<file path="config.mk">
export PLATFORM = sky130hd
export DESIGN_NAME = fmul_iter_flat
export DESIGN_NICKNAME = d
export VERILOG_FILES = /design/src/rtl/fmul_iter_if.sv /design/src/rtl/fmul_iter.sv /design/src/flat_wrapper.sv
export SDC_FILE = /design/constraint.sdc
export NUM_CORES = 1
export LEC_CHECK = 0
export BUFFER_PORTS_ARGS = -buffer_cell sky130_fd_sc_hd__buf_2
export CAP_MARGIN = 10
export CORE_ASPECT_RATIO = 0.6
export CORE_MARGIN = 3
export CORE_UTILIZATION = 55
export DETAILED_ROUTE_END_ITERATION = 7
export GPL_TIMING_DRIVEN = 0
export PLACE_DENSITY = 0.76
export SYNTH_ARGS = -nofsm -noshare
export SYNTH_HDL_FRONTEND = slang
export SYNTH_SLANG_ARGS = --single-unit
</file>
<file path="constraint.sdc">
create_clock -name clk -period 10.2 [get_ports clk]
set_clock_uncertainty 0.2 [all_clocks]
set_input_delay 2.04 -clock clk [delete_from_list [all_inputs] [get_ports clk]]
set_output_delay 2.04 -clock clk [all_outputs]
set_load 0.03 [all_outputs]
</file>
<file path="src/rtl/fmul_iter_if.sv">
// Operand/result handshake bundle for the iterative multiplier.
interface fmul_iter_if #(
    parameter int unsigned W = 16
);
    logic         in_valid;
    logic         in_ready;
    logic [W-1:0] x;
    logic [W-1:0] y;
    logic         out_valid;
    logic         out_ready;
    logic [W-1:0] result;
    logic [3:0]   flags;

    modport master (
        output in_valid, x, y, out_ready,
        input  in_ready, out_valid, result, flags
    );

    modport slave (
        input  in_valid, x, y, out_ready,
        output in_ready, out_valid, result, flags
    );
endinterface

</file>
<file path="src/rtl/fmul_iter.sv">
// Iterative IEEE-style multiplier: shift-add significand product, one multiplier
// bit per cycle, RNE rounding, DAZ/FTZ, flags {invalid, overflow, underflow, inexact}.
module fmul_iter #(
    parameter int unsigned EW = 5,
    parameter int unsigned FW = 10
) (
    input logic        clk,
    input logic        reset,
    fmul_iter_if.slave bus
);
    localparam int unsigned W  = 1 + EW + FW;
    localparam int unsigned CW = $clog2(FW + 2);
    localparam int unsigned PW = 2 * (FW + 1);

    localparam logic signed [EW+1:0] Bias    = (EW+2)'((1 << (EW - 1)) - 1);
    localparam logic signed [EW+1:0] ExpMax  = (EW+2)'((1 << EW) - 1);
    localparam logic [CW-1:0]        CntLast = CW'(FW);
    localparam logic [W-1:0]         QNaN    = {1'b0, {EW{1'b1}}, 1'b1, {(FW-1){1'b0}}};

    typedef enum logic [1:0] {StIdle, StMul, StNorm, StDone} state_e;

    state_e                 state_q, state_d;
    logic [CW-1:0]          cnt_q;
    logic [PW-1:0]          acc_q;
    logic [FW:0]            mcand_q, mplier_q;
    logic signed [EW+1:0]   exp_q;
    logic                   sign_q;
    logic [W-1:0]           result_q;
    logic [3:0]             flags_q;

    // Operand fields and classes
    logic          x_s, y_s;
    logic [EW-1:0] x_e, y_e;
    logic [FW-1:0] x_f, y_f;
    logic          x_zero, y_zero, x_inf, y_inf, x_nan, y_nan;
    logic          accept;
    logic signed [EW+1:0] exp_sum;

    assign {x_s, x_e, x_f} = bus.x;
    assign {y_s, y_e, y_f} = bus.y;
    // Exponent field zero covers subnormals too: they are treated as zero.
    assign x_zero  = (x_e == '0);
    assign y_zero  = (y_e == '0);
    assign x_inf   = (&x_e) & ~(|x_f);
    assign y_inf   = (&y_e) & ~(|y_f);
    assign x_nan   = (&x_e) & (|x_f);
    assign y_nan   = (&y_e) & (|y_f);
    assign accept  = bus.in_valid & (state_q == StIdle);
    assign exp_sum = $signed({2'b00, x_e}) + $signed({2'b00, y_e}) - Bias;

    // Special-operand shortcut: decides whether the datapath can be skipped
    logic         spec_hit;
    logic [W-1:0] spec_res;
    logic [3:0]   spec_flags;
    always_comb begin
        spec_hit   = 1'b1;
        spec_res   = '0;
        spec_flags = '0;
        if (x_nan | y_nan) begin
            spec_res   = QNaN;
            spec_flags = {(x_nan & ~x_f[FW-1]) | (y_nan & ~y_f[FW-1]), 3'b000};
        end else if ((x_inf & y_zero) | (x_zero & y_inf)) begin
            spec_res   = QNaN;
            spec_flags = 4'b1000;
        end else if (x_inf | y_inf) begin
            spec_res = {x_s ^ y_s, {EW{1'b1}}, {FW{1'b0}}};
        end else if (x_zero | y_zero) begin
            spec_res = {x_s ^ y_s, {(W-1){1'b0}}};
        end else begin
            spec_hit = 1'b0;
        end
    end

    // One shift-add step: add multiplicand into the upper half, shift right
    logic [FW+1:0] add_sum;
    logic [PW-1:0] acc_step;
    always_comb begin
        add_sum  = {1'b0, acc_q[PW-1:FW+1]} + (mplier_q[0] ? {1'b0, mcand_q} : '0);
        acc_step = {add_sum, acc_q[FW:1]};
    end

    // Normalise, round to nearest even, range-check the finished product
    logic                 prod_hi, guard, sticky, rnd_up;
    logic [PW-1:0]        norm;
    logic [FW-1:0]        frac;
    logic [FW:0]          frac_r;
    logic signed [EW+1:0] exp_n;
    logic [W-1:0]         norm_res;
    logic [3:0]           norm_flags;
    always_comb begin
        prod_hi = acc_q[PW-1];
        norm    = prod_hi ? acc_q : {acc_q[PW-2:0], 1'b0};
        frac    = norm[PW-2:FW+1];
        guard   = norm[FW];
        sticky  = |norm[FW-1:0];
        rnd_up  = guard & (sticky | frac[0]);
        frac_r  = {1'b0, frac} + {{FW{1'b0}}, rnd_up};
        // A rounding carry leaves frac_r[FW-1:0] all zero, so only the exponent moves.
        exp_n   = exp_q + (EW+2)'(prod_hi) + (EW+2)'(frac_r[FW]);
        norm_res   = {sign_q, exp_n[EW-1:0], frac_r[FW-1:0]};
        norm_flags = {3'b000, guard | sticky};
        if (exp_n >= ExpMax) begin
            norm_res   = {sign_q, {EW{1'b1}}, {FW{1'b0}}};
            norm_flags = 4'b0101;
        end else if (exp_n[EW+1] || exp_n == '0) begin
            norm_res   = {sign_q, {(W-1){1'b0}}};
            norm_flags = 4'b0011;
        end
    end

    // Next-state logic
    always_comb begin
        state_d = state_q;
        unique case (state_q)
            StIdle:  if (accept) state_d = spec_hit ? StDone : StMul;
            StMul:   if (cnt_q == CntLast) state_d = StNorm;
            StNorm:  state_d = StDone;
            StDone:  if (bus.out_ready) state_d = StIdle;
            default: state_d = StIdle;
        endcase
    end

    // State register
    always_ff @(posedge clk) begin
        if (reset) state_q <= StIdle;
        else       state_q <= state_d;
    end

    // Datapath and result registers
    always_ff @(posedge clk) begin
        if (reset) begin
            cnt_q    <= '0;
            acc_q    <= '0;
            mcand_q  <= '0;
            mplier_q <= '0;
            exp_q    <= '0;
            sign_q   <= 1'b0;
            result_q <= '0;
            flags_q  <= '0;
        end else begin
            unique case (state_q)
                StIdle: begin
                    if (accept) begin
                        sign_q   <= x_s ^ y_s;
                        exp_q    <= exp_sum;
                        mcand_q  <= {1'b1, x_f};
                        mplier_q <= {1'b1, y_f};
                        cnt_q    <= '0;
                        acc_q    <= '0;
                        flags_q  <= spec_hit ? spec_flags : 4'b0000;
                        if (spec_hit) result_q <= spec_res;
                    end
                end
                StMul: begin
                    acc_q    <= acc_step;
                    mplier_q <= mplier_q >> 1;
                    cnt_q    <= (cnt_q == CntLast) ? '0 : cnt_q + 1'b1;
                end
                StNorm: begin
                    result_q <= norm_res;
                    flags_q  <= norm_flags;
                end
                default: ;
            endcase
        end
    end

    assign bus.in_ready  = (state_q == StIdle);
    assign bus.out_valid = (state_q == StDone);
    assign bus.result    = result_q;
    assign bus.flags     = flags_q;
endmodule

</file>
<file path="src/flat_wrapper.sv">
// flat-port wrapper written by rule: the top's interface ports become plain ports
module fmul_iter_flat 
#(
    parameter int unsigned EW = 5,
    parameter int unsigned FW = 10
)
  (clk, reset, bus_in_valid, bus_x, bus_y, bus_out_ready, bus_in_ready, bus_out_valid, bus_result, bus_flags);
  fmul_iter_if #(.W(16)) bus_i ();
  input logic clk;
  input logic reset;
  input wire logic [$bits(bus_i.in_valid)-1:0] bus_in_valid;
  input wire logic [$bits(bus_i.x)-1:0] bus_x;
  input wire logic [$bits(bus_i.y)-1:0] bus_y;
  input wire logic [$bits(bus_i.out_ready)-1:0] bus_out_ready;
  output wire logic [$bits(bus_i.in_ready)-1:0] bus_in_ready;
  output wire logic [$bits(bus_i.out_valid)-1:0] bus_out_valid;
  output wire logic [$bits(bus_i.result)-1:0] bus_result;
  output wire logic [$bits(bus_i.flags)-1:0] bus_flags;
  assign bus_i.in_valid = bus_in_valid;
  assign bus_i.x = bus_x;
  assign bus_i.y = bus_y;
  assign bus_i.out_ready = bus_out_ready;
  assign bus_in_ready = bus_i.in_ready;
  assign bus_out_valid = bus_i.out_valid;
  assign bus_result = bus_i.result;
  assign bus_flags = bus_i.flags;
  fmul_iter #(.EW(EW), .FW(FW)) u_core (.clk(clk), .reset(reset), .bus(bus_i));
endmodule
</file>
**Yosys cells after proc, flatten, opt, wreduce, memory -nomap -nowiden**

Index checks and enable logic that the tools add are counted.

- $add $sub $neg: 7
- Order comparisons: 1
- Eq/ne operators: 8
- Multiplexer cells: 34
- Bitwise gates (word level): 22
- Reduce and logical (&&, ||, !) cells: 17

Operators with widths:

| operator | count |
|---|---|
| 16-bit 2-to-1 mux | 6 |
| 22-bit case mux with 2 select lines | 1 |
| 16-bit case mux with 2 select lines | 1 |
| 15-bit 2-to-1 mux | 2 |
| 10-bit OR reduction | 3 |
| 4-bit 2-to-1 mux | 7 |
| 11-bit 2-to-1 mux | 2 |
| 22-bit 2-to-1 mux | 1 |
| 11-bit case mux with 2 select lines | 1 |
| 21-bit 2-to-1 mux | 1 |
| 4-bit case mux with 2 select lines | 2 |
| 7-bit by 1-bit adder with 7-bit output | 2 |
| 11-bit by 11-bit adder with 12-bit output | 1 |
| 10-bit by 1-bit adder with 11-bit output | 1 |
| 1-bit bitwise AND | 10 |
| 5-bit zero test | 2 |
| 2-bit 2-to-1 mux | 5 |
| 5-bit AND reduction | 2 |
| 2-bit case mux with 4 select lines | 1 |
| 7-bit by 6-bit greater-or-equal comparator with 1-bit output (second input constant) | 1 |
| 7-bit zero test | 1 |
| 1-bit bitwise OR | 7 |
| 7-bit by 5-bit subtractor with 7-bit output (second input constant) | 1 |
| 5-bit by 5-bit adder with 6-bit output | 1 |
| 14 further kinds | 27 |

- Bits in registers: 78
- Input bits: 36
- Output and inout bits: 22
- Logic and storage cells: 98

**Depth between registers and ports, before layout**

Gate-level depths: netlist of run 1.

- Depth after elaboration: 11
- Depth in mapped cells: 17
- Gate-level depth less buffers: 16

**Worst setup path after synthesis of run 1**

No wires, ideal clock.

- Path kind: register to register
- From: register u_core.acc_q[21]
- To: register u_core.result_q[10] (netlist: u_core.bus.result[10])
- Library setup time: 0.134 ns
- Arrival: 3.847 ns
- Required time: 9.866 ns
- Setup slack: 6.019 ns
- Stages on the path, launching flop included: 18
- Buffers on the path: 2
- Period minus slack after synthesis: 4.181 ns
- Cells stage by stage: dfxtp_1 -> clkbuf_1 -> clkbuf_1 -> nand2_1 -> a21boi_0 -> ha_1 -> nand3_1 -> a2111oi_4 -> nand4b_1 -> fa_1 -> inv_1 -> ha_1 -> nand2_1 -> or3_1 -> and2_1 -> and2_4 -> a211oi_4 -> a211oi_1

- Longest elaborated chain between the ends: 11
- Elaborated cells between the ends (all ways): 13
- Those cells by class: add/sub (3); order compare (1); mux (4); bitwise (2); reduce/logical (3)

RTL lines:

| item | line | RTL |
|---|---|---|
| from (decl) | fmul_iter.sv:24 | `logic [PW-1:0] acc_q;` |
| from (signal assigned) | fmul_iter.sv:155 | `acc_q <= acc_step;` |
| 21-bit 2-to-1 mux | fmul_iter.sv:92 | `norm = prod_hi ? acc_q : {acc_q[PW-2:0], 1'b0};` |
| 10-bit OR reduction | fmul_iter.sv:95 | `sticky = \|norm[FW-1:0];` |
| 1-bit bitwise OR | fmul_iter.sv:96 | `rnd_up = guard & (sticky \| frac[0]);` |
| 1-bit bitwise AND | fmul_iter.sv:96 |  |
| 10-bit by 1-bit adder with 11-bit output | fmul_iter.sv:97 | `frac_r = {1'b0, frac} + {{FW{1'b0}}, rnd_up};` |
| 7-bit by 1-bit adder with 7-bit output * | fmul_iter.sv:99 | `exp_n = exp_q + (EW+2)'(prod_hi) + (EW+2)'(frac_r[FW]);` |
| branches (longest 3 deep; another with 7-bit by 6-bit greater-or-equal comparator with 1-bit output) | n/a |  |
| 15-bit 2-to-1 mux * | fmul_iter.sv:102 | `if (exp_n >= ExpMax) begin` |
| 16-bit case mux with 2 select lines * | fmul_iter.sv:141 | `unique case (state_q)` |
| to (signal assigned) | fmul_iter.sv:151 | `if (spec_hit) result_q <= spec_res;` |
| to (signal assigned) | fmul_iter.sv:160 | `result_q <= norm_res;` |
| to (decl) | fmul_iter.sv:28 | `logic [W-1:0] result_q;` |

Mark *: on every way between the ends.
A chain may end at the register's enable or synchronous reset.

**Worst setup path after layout of run 1**

- From: register u_core.acc_q[21]
- To: register u_core.result_q[9] (netlist: u_core.bus.result[9])

- Longest elaborated chain between the ends: 11
- Elaborated cells between the ends (all ways): 13
- Those cells by class: add/sub (3); order compare (1); mux (4); bitwise (2); reduce/logical (3)

RTL lines:

| item | line |
|---|---|
| branches (longest 9 deep; another with 10-bit by 1-bit adder with 11-bit output) | n/a |
| 15-bit 2-to-1 mux * | fmul_iter.sv:102 |
| 16-bit case mux with 2 select lines * | fmul_iter.sv:141 |

Marks and branches as above.

==> flow_metrics.env, run 1 <==
export IMPL_fillCellCount=643
export IMPL_post_route_drc_count=0
export IMPL_die_w_um=123
export IMPL_synthFlopType="dfxtp_1"
export IMPL_grt_overflow=0
export IMPL_worstHoldPathCells=2
export IMPL_min_from="u_core.bus.result[1]$_SDFFE_PP0P_"
export IMPL_vias=4532
export IMPL_post_cts_setup_buffers=0
export IMPL_core_rowCount=24
export IMPL_via_per_inst=6.19
export IMPL_wl_mm=13.3
export IMPL_cts_root_buf="clkbuf_16"
export IMPL_coreArea_um2=7600
export IMPL_p_per_area_nw_per_um2=217
export IMPL_crit_slowest_cell="dfxtp_1"
export IMPL_cts_tree="yes"
export IMPL_clock_sinks=78
export IMPL_max_stage_delay_ns=0.50
export IMPL_p_leak_uw=0.00210
export IMPL_worstSetupPathType="reg -> reg"
export IMPL_synthArstFlopShare_pct=0
export IMPL_gp_congestion=0.951
export IMPL_tns_ns=0
export IMPL_syn_inst=556
export IMPL_drive_gt1_share_pct=15.3
export IMPL_whs_endpoint="u_core.bus.result[1]$_SDFFE_PP0P_"
export IMPL_drt_wirelength_per_cell_um=18.1
export IMPL_reg2reg_depth=17
export IMPL_critPathLaunchType="flop"
export IMPL_synth_warning_count=0
export IMPL_track_usage_pct=28.5
export IMPL_crit_start="u_core.acc_q[21]$_SDFFE_PP0P_"
export IMPL_status="completed"
export IMPL_layout_commonest_cell="dfxtp_1"
export IMPL_synth_seq_cells=78
export IMPL_yosys_top_cells_area="dfxtp_1 (35%), ha_1 (6.9%), a21oi_1 (6.2%)"
export IMPL_yosysTopAreaCellShare_pct=34.6
export IMPL_clk_path_buf_depth=2
export IMPL_synth_area_um2=4520
export IMPL_worstMarginPinSlew_ns=0.727
export IMPL_die_height_um=76.2
export IMPL_hold_buffers=0
export IMPL_drv_cap=0
export IMPL_yosysSeqAreaShare_pct=34.6
export IMPL_synth_top_area_cell="dfxtp_1"
export IMPL_cp_num_buf_inv=3
export IMPL_dpl_hpwl_mm=10.2
export IMPL_period_share_pct=51.6
export IMPL_diodes=0
export IMPL_most_common_layout_cells="dfxtp_1 (78), nand2_1 (64), buf_2 (59), a21oi_1 (56), nor2_1 (55)"
export IMPL_whs_ns=0.252
export IMPL_layout_min_cycle_time_ns=5.26
export IMPL_required_ns=10.25
export IMPL_fin_util_pct=69.2
export IMPL_ff2ff_setup_slack_ns=4.94
export IMPL_critPathCaptureType="flop"
export IMPL_crit_family="simple AND/OR/NAND/NOR gates"
export IMPL_grt_max_degree=13
export IMPL_h_tree_depth=3
export IMPL_antenna_found_initial=0
export IMPL_fin_nets=688
export IMPL_dieArea_um2=9370
export IMPL_cp_max_fo=10
export IMPL_setup_viol=0
export IMPL_syn_nets=620
export IMPL_grt_pass1_wl_mm=21.1
export IMPL_hold_viol=0
export IMPL_r2r_start="u_core.acc_q[21]$_SDFFE_PP0P_"
export IMPL_io_pins=58
export IMPL_grt_pass1_vias=4074
export IMPL_start_util_pct=59.5
export IMPL_ys_types=69
export IMPL_cts_reportedPaths_clkPinSlew_ns=0.06
export IMPL_holdCritPathClass="reg -> reg"
export IMPL_worstPathCellList="clkbuf_1 -> clkbuf_1 -> nand2_1 -> a21boi_0 -> ha_1 -> nand3_1 -> a2111oi_4 -> nand4b_1 -> fa_1 -> inv_1 -> ha_1 -> nand2_1 -> o21ai_1 -> nand3_1 -> nor3_4 -> nand4_1 -> a311oi_2"
export IMPL_first_pass_iters=7
export IMPL_numCtsBuffers=9
export IMPL_synth_edf_count=0
export IMPL_slew_violations=0
export IMPL_rsz0062_at_grt="no"
export IMPL_fmax_ghz=0.190
export IMPL_portBuffers=57
export IMPL_ant_nets=0
export IMPL_r2r_end="u_core.bus.result[9]$_SDFFE_PP0P_"
export IMPL_area_growth_pct=16.3
export IMPL_drt_initial_drc_count=347
export IMPL_vdd_drop_max_mv=0.102
export IMPL_clkLatencyLatePin_ns=0.34
export IMPL_ctsResizeCount=0
export IMPL_crit_arrival_ns=5.31
export IMPL_max_slew_margin_pct=51.0
export IMPL_syn_area_per_cell_um2=8.13
==> per-stage QoR <==
step           worst slack, ns  instances  power (uW)  instance area [um^2]
3_5_place_dp              5.04        717         782                  4930
6_report                  4.94        732        1140                  5260
3_3_place_gp              5.14        717         769                  4930
5_1_grt                   4.54        732        1200                  5260
4_1_cts                   4.98        732        1130                  5260
2_1_floorplan             6.02        556         668                  4520
==> where the power goes <==
| group | switching (uW) | internal [uW] |
|---|---|---|
| Sequential | 32.2 | 351 |
| Combinational | 276 | 132 |
| Clock | 124 | 225 |
| Total | 433 | 709 |
==> kinds of logic (layout without fill, tap and decap cells) <==
kind of cell | after synthesis | count (layout) | share of synthesized area (%)
AOI/OAI and AO/OA | 164 | 164 | 24.8
xor gates and xnor gates | 21 | 21 | 4.07
adders and majority gates | 28 | 28 | 8.25
buffers and inverters | 43 | 115 | 3.79
DFF | 78 | 78 | 34.6
muxes | 2 | 2 | 0.471
and+or+nand+nor | 220 | 220 | 24.1
==> worst max-delay path by stage <==
stage / slack [ns] / to / cells after the start
6_report: 4.94 / u_core.bus.result[9]$_SDFFE_PP0P_ / 17
3_5_place_dp: 5.04 / u_core.bus.result[9]$_SDFFE_PP0P_ / 17
2_1_floorplan: 6.02 / u_core.bus.result[10]$_SDFFE_PP0P_ / 17
5_1_grt: 4.54 / u_core.bus.result[9]$_SDFFE_PP0P_ / 17
3_3_place_gp: 5.14 / u_core.bus.result[9]$_SDFFE_PP0P_ / 17
4_1_cts: 4.98 / u_core.bus.result[9]$_SDFFE_PP0P_ / 17
==> sequential cells by signal, summed over array words and instances (netlist names) <==
register / count
u_core.exp_q: 7
u_core.acc_q: 22
u_core.sign_q: 1
u_core.mcand_q: 11
u_core.cnt_q: 4
u_core.bus.result: 16
u_core.mplier_q: 11
u_core.bus.flags: 4
u_core.state_q: 2
==> worst min-delay path, cell delays in order (launching register included) <==
cell	delay [ns]
dfxtp_1	0.31
nand2_1	0.05
a21oi_1	0.05
==> cell usage after synthesis (all sizes together), types with 6 or more instances <==
library cell  count
nand2            65
and2             18
o22ai            11
nor3             18
a22oi            16
buf               6
nand2b            6
xor2              8
a21o              6
dfxtp            78
nor2             57
clkbuf           24
a211oi           17
xnor2            13
o21ai            20
ha               25
a21oi            57
nand3            19
inv              13
==> routing by layer <==
metal | vias up | share of wire, % | global-route usage (%)
met5 | - | 0 | 0
met4 | 0 | 0.75 | 5.08
met3 | 15 | 11 | 8.83
met2 | 236 | 41 | 39.7
met1 | 2114 | 47 | 43.4
li1 | 2167 | - | -
==> final cells by class <==
cell class                      instances  area [um^2]  area share, %
Buffer                                 30          123           2.33
Clock buffer                           11          253           4.81
Clock inverter                          4         70.1           1.33
Inverter                               13         48.8          0.928
Multi-Input combinational cell        435         2790           53.0
Sequential cell                        78         1560           29.7
Tap cell                              104          130           2.48
Timing Repair Buffer                   57          285           5.43
No activity file was read; power rests on OpenSTA's default activity.
==> run 2: changes to the inputs <==
Settings changed: ABC_AREA set to 1, CORE_UTILIZATION 55 to 53, PLACE_DENSITY 0.76 to 0.77.
Clock period 10.2 ns to 4.76 ns, I/O delays scaled along.
==> flow_metrics.env, run 2 <==
export IMPL_status="completed"
export IMPL_vias=4982
export IMPL_grt_max_degree=14
export IMPL_first_pass_iters=5
export IMPL_clkLatencyLatePin_ns=0.34
export IMPL_rsz0062_at_grt="no"
export IMPL_drt_wirelength_per_cell_um=14.7
export IMPL_slew_violations=0
export IMPL_holdCritPathClass="reg -> reg"
export IMPL_hold_viol=0
export IMPL_ctsResizeCount=0
export IMPL_gp_congestion=0.915
export IMPL_layout_min_cycle_time_ns=4.12
export IMPL_crit_arrival_ns=4.12
export IMPL_max_stage_delay_ns=0.49
export IMPL_yosysSeqAreaShare_pct=33.4
export IMPL_synth_common_cells="nand2_1 (203), nor2_1 (111), dfxtp_1 (78), inv_1 (70), a21oi_1 (60)"
export IMPL_synth_seq_cells=78
export IMPL_ys_types=36
export IMPL_syn_nets=788
export IMPL_coreArea_um2=8230
export IMPL_drive_gt1_share_pct=11.3
export IMPL_numCtsBuffers=9
export IMPL_dieArea_um2=10000
export IMPL_critPathCaptureType="flop"
export IMPL_diodes=0
export IMPL_clock_sinks=78
export IMPL_core_rowCount=25
export IMPL_cts_reportedPaths_clkPinSlew_ns=0.06
export IMPL_cts_tree="yes"
export IMPL_start_util_pct=56.9
export IMPL_syn_inst=724
export IMPL_track_usage_pct=27.3
export IMPL_synthArstFlopShare_pct=0
export IMPL_most_common_layout_cells="nand2_1 (203), nor2_1 (111), dfxtp_1 (78), inv_1 (70), a21oi_1 (60)"
export IMPL_critPathLaunchType="flop"
export IMPL_crit_slowest_cell="dfxtp_1"
export IMPL_worstMarginPinSlew_ns=0.643
export IMPL_post_cts_setup_buffers=0
export IMPL_io_pins=58
export IMPL_top_register="u_core.acc_q"
export IMPL_layout_commonest_cell="nand2_1"
export IMPL_setup_viol=0
export IMPL_area_growth_pct=15.4
export IMPL_synth_top_area_cell="dfxtp_1"
export IMPL_fmax_ghz=0.243
export IMPL_ant_nets=0
export IMPL_worstSetupPathType="reg -> reg"
export IMPL_synth_area_um2=4680
export IMPL_h_tree_depth=3
export IMPL_fillCellCount=755
export IMPL_vdd_drop_max_mv=0.209
export IMPL_fin_nets=856
export IMPL_die_w_um=127
export IMPL_cp_max_fo=10
export IMPL_synth_warning_count=0
export IMPL_yosys_top_cells_area="dfxtp_1 (33%), nand2_1 (16%), nor2_1 (8.9%)"
export IMPL_synth_edf_count=0
export IMPL_yosysTopAreaCellShare_pct=33.4
export IMPL_p_total_uw=2370
export IMPL_grt_pass1_wl_mm=22.0
export IMPL_period_share_pct=86.5
export IMPL_grt_pass1_vias=4484
export IMPL_hold_buffers=0
export IMPL_p_per_area_nw_per_um2=438
export IMPL_required_ns=4.76
export IMPL_drt_initial_drc_count=529
export IMPL_syn_area_per_cell_um2=6.47
export IMPL_post_route_drc_count=0
export IMPL_clk_path_buf_depth=2
export IMPL_tns_ns=0
export IMPL_via_per_inst=5.50
export IMPL_synthFlopType="dfxtp_1"
export IMPL_dpl_hpwl_mm=10.5
export IMPL_wl_mm=13.3
export IMPL_antenna_found_initial=0
export IMPL_die_height_um=78.8
export IMPL_largest_reg_flops=22
export IMPL_max_slew_margin_pct=56.7
export IMPL_grt_overflow=0
export IMPL_synth_most_common_cell="nand2_1"
export IMPL_p_leak_uw=0.00250
export IMPL_portBuffers=57
export IMPL_drv_cap=0
export IMPL_cts_root_buf="clkbuf_16"
export IMPL_crit_top_cell="nand2_1"
## run 2: cell types whose count changed after synthesis, moves of 17 or more
cell	previous run	this run
nand2_1	64	203
nand3_1	18	35
inv_1	13	70
o21ai_0	17	53
nor2_1	55	111
## run 2: per-stage QoR
step	hold WS (ns)	worst slack [ns]	instances	area (um^2)	util [%]
after CTS	0.272	0.701	905	5400	65.7
final	0.270	0.645	905	5400	65.7
after detailed placement	0.264	0.748	889	5100	62.0
after global placement	0.250	0.880	889	5100	62.0
after floorplan	0.240	1.33	724	4680	-
after global routing	0.287	0.154	905	5400	65.7
## run 2: worst paths after layout
kind                                          from                           endpoint  slack (ns)  cells past startpoint
setup reg to reg     u_core.acc_q[21]$_SDFFE_PP0P_  u_core.bus.result[7]$_SDFFE_PP0P_        0.64                     25
hold reg to reg   u_core.bus.flags[3]$_SDFFE_PP0P_   u_core.bus.flags[3]$_SDFFE_PP0P_        0.27                      2
hold / removal    u_core.bus.flags[3]$_SDFFE_PP0P_   u_core.bus.flags[3]$_SDFFE_PP0P_        0.27                      2
setup / recovery     u_core.acc_q[21]$_SDFFE_PP0P_  u_core.bus.result[7]$_SDFFE_PP0P_        0.64                     25
## run 2: power breakdown
group / leakage, uW / total, uW / switching (uW) / internal (uW)
logic: 0.00172 / 808 / 578 / 230
registers: 0.000636 / 864 / 82.2 / 781
clock network: 0.000142 / 698 / 277 / 421
total: 0.00250 / 2370 / 937 / 1430
## run 2: logic make-up (layout without fill, tap and decap cells)
family,count (synthesis),count (layout),synth area share (%)
and+or+nand+nor,371,371,32.1
AOI/OAI and AO/OA,138,138,15.8
buffers and inverters,93,166,7.80
DFF,78,78,33.4
adders and majority gates,28,28,7.97
xor gates and xnor gates,16,16,2.99
## run 2: critical path: cells and delay by family, from the launching register on
family / cells / cell delay (ns)
buffers and inverters: 7 / 0.79
adder cells (fa/ha/maj): 3 / 0.71
AND/OR/NAND/NOR: 13 / 1.31
XOR/XNOR: 1 / 0.33
flip-flops: 1 / 0.49
AO/OA/AOI/OAI: 1 / 0.15
## run 2: layout make-up
type	count	area (um^2)	share of cell area [%]
repair buffers	57	285	5.28
plain buffers	20	91.3	1.69
inverters	73	274	5.07
well taps	108	135	2.50
flip-flops and latches	78	1560	28.9
clock buffers	11	243	4.49
clock inverters	5	58.8	1.09
multi-input cells	553	2750	51.0
## run 2: metal layers
metal / track usage, % / up-vias / part of all wire [%]
li1: - / 2470 / -
met1: 41.3 / 2271 / 50
met2: 40.3 / 227 / 40
met3: 5.38 / 14 / 9.5
met4: 4.93 / 0 / 0.84
met5: 0 / - / 0
==> run 3: changes to the inputs <==
Settings changed: CORE_MARGIN 3 to 5.
==> flow_metrics.env, run 3 (same netlist as run 2, synthesis figures left out) <==
export IMPL_cp_max_fo=10
export IMPL_most_common_layout_cells="nand2_1 (203), nor2_1 (111), dfxtp_1 (78), inv_1 (70), a21oi_1 (60)"
export IMPL_fin_cells=909
export IMPL_crit_arrival_ns=4.12
export IMPL_vdd_drop_max_mv=0.240
export IMPL_stdcell_area_um2=5410
export IMPL_p_int_uw=1420
export IMPL_min_from="u_core.acc_q[0]$_SDFFE_PP0P_"
export IMPL_drive_gt1_share_pct=11.4
export IMPL_diodes=0
export IMPL_cts_reportedPaths_clkPinSlew_ns=0.07
export IMPL_h_tree_depth=3
export IMPL_slew_violations=0
export IMPL_grt_overflow=0
export IMPL_largest_reg_flops=22
export IMPL_max_stage_delay_ns=0.47
export IMPL_numCtsBuffers=9
export IMPL_combinationalPowerShare_pct=34.2
export IMPL_ant_nets=0
export IMPL_die_w_um=131
export IMPL_tns_ns=0
export IMPL_worstMarginPinSlew_ns=0.674
export IMPL_area_growth_pct=15.6
export IMPL_seqPwrFrac_pct=36.2
export IMPL_hold_buffers=0
export IMPL_gp_congestion=0.932
export IMPL_via_per_inst=5.45
export IMPL_drt_wirelength_per_cell_um=14.7
export IMPL_top_register="u_core.acc_q"
export IMPL_critPathLaunchType="flop"
export IMPL_core_rowCount=26
export IMPL_p_sw_share_pct=40.5
export IMPL_clkLatencyLatePin_ns=0.35
export IMPL_reg2reg_depth=25
export IMPL_dpl_hpwl_mm=10.5
export IMPL_required_ns=4.80
export IMPL_setup_viol=0
export IMPL_crit_slowest_cell="dfxtp_1"
export IMPL_ctsResizeCount=0
export IMPL_post_route_drc_count=0
export IMPL_power_frac_clock_pct=29.6
export IMPL_wl_mm=13.3
export IMPL_critPathCaptureType="flop"
export IMPL_portBuffers=57
export IMPL_grt_pass1_vias=4596
export IMPL_rsz0062_at_grt="no"
export IMPL_cts_tree="yes"
export IMPL_whs_ns=0.272
export IMPL_clk_path_buf_depth=2
export IMPL_clock_sinks=78
export IMPL_hold_viol=0
export IMPL_track_usage_pct=25.3
export IMPL_max_slew_margin_pct=54.9
export IMPL_fin_nets=856
export IMPL_grt_pass1_wl_mm=22.1
export IMPL_cts_root_buf="clkbuf_16"
export IMPL_antenna_found_initial=0
export IMPL_layout_commonest_cell="nand2_1"
export IMPL_dp_cells=893
export IMPL_status="completed"
export IMPL_post_cts_setup_buffers=0
export IMPL_vias=4956
export IMPL_first_pass_iters=5
export IMPL_r2r_start="u_core.acc_q[21]$_SDFFE_PP0P_"
export IMPL_place_area_um2=5110
export IMPL_worstSetupPathType="reg -> reg"
export IMPL_p_leak_uw=0.00250
export IMPL_io_pins=58
export IMPL_r2r_end="u_core.bus.result[9]$_SDFFE_PP0P_"
export IMPL_layout_min_cycle_time_ns=4.08
export IMPL_coreArea_um2=8560
export IMPL_fmax_ghz=0.245
export IMPL_holdCritPathClass="reg -> reg"
export IMPL_grt_max_degree=16
export IMPL_die_height_um=82.8
export IMPL_period_share_pct=85.7
export IMPL_p_sw_uw=969
export IMPL_crit_top_cell="nor2_1"
export IMPL_whs_endpoint="u_core.acc_q[0]$_SDFFE_PP0P_"
export IMPL_start_util_pct=54.7
export IMPL_p_per_area_nw_per_um2=442
export IMPL_drt_initial_drc_count=435
export IMPL_ff2ff_setup_slack_ns=0.68
export IMPL_drv_cap=0
export IMPL_p_total_uw=2390
export IMPL_worstHoldPathCells=2
export IMPL_dieArea_um2=10900
[run 3: cell count changes in the layout (fill, tap and decap cells not counted)]
cell,change
clkbuf_8,-1
clkinv_2,-1
clkbuf_1,-1
clkinv_4,-1
inv_6,+3
clkinvlp_4,+1
[run 3: worst max-delay path by stage]
stage	from	end	slack [ns]	cells after the start
2_1_floorplan	u_core.acc_q[21]$_SDFFE_PP0P_	u_core.bus.result[11]$_SDFFE_PP0P_	1.33	25
3_3_place_gp	u_core.acc_q[21]$_SDFFE_PP0P_	u_core.bus.result[9]$_SDFFE_PP0P_	0.92	25
3_5_place_dp	u_core.acc_q[21]$_SDFFE_PP0P_	u_core.bus.result[9]$_SDFFE_PP0P_	0.76	25
4_1_cts	u_core.acc_q[21]$_SDFFE_PP0P_	u_core.bus.result[9]$_SDFFE_PP0P_	0.72	25
5_1_grt	u_core.acc_q[21]$_SDFFE_PP0P_	u_core.bus.result[4]$_SDFFE_PP0P_	0.28	25
6_report	u_core.acc_q[21]$_SDFFE_PP0P_	u_core.bus.result[9]$_SDFFE_PP0P_	0.68	25
[run 3: power by group through the flow]
| stage | combinational (uW) | sequential (uW) | clock [uW] |
|---|---|---|---|
| floorplan | 489 | 932 | 0 |
| global placement | 773 | 866 | 0 |
| detailed placement | 797 | 874 | 0 |
| CTS | 803 | 862 | 715 |
| global route | 907 | 878 | 748 |
| finish | 818 | 866 | 708 |
[run 3: final cells by class]
cell class	count	area [um^2]
Timing Repair Buffer	57	285
Buffer	20	91.3
Tap cell	112	140
Fill cell	825	3150
Multi-Input combinational cell	553	2750
Sequential cell	78	1560
Clock buffer	9	225
Inverter	73	274
Clock inverter	7	78.8
[run 3: layer usage]
layer | GRT usage [%] | share of wire (%)
met1 | 35.8 | 50
met2 | 38.2 | 39
met3 | 6.87 | 9.1
met4 | 7.19 | 1.2
met5 | 0 | 0
[run 3: critical path: cells and delay by family (launching register included)]
| kind | cells | cell delay [ns] |
|---|---|---|
| simple gates | 14 | 1.57 |
| compound gates | 2 | 0.40 |
| buf+inv | 6 | 0.62 |
| fa+ha+maj | 3 | 0.70 |
| flops | 1 | 0.47 |
[run 3: per-stage QoR]
| step | utilization (%) | worst slack (ns) |
|---|---|---|
| finish | 63.2 | 0.683 |
| CTS | 63.2 | 0.724 |
| floorplan | - | 1.33 |
| global route | 63.2 | 0.276 |
| detailed placement | 59.7 | 0.757 |
| global placement | 59.7 | 0.923 |
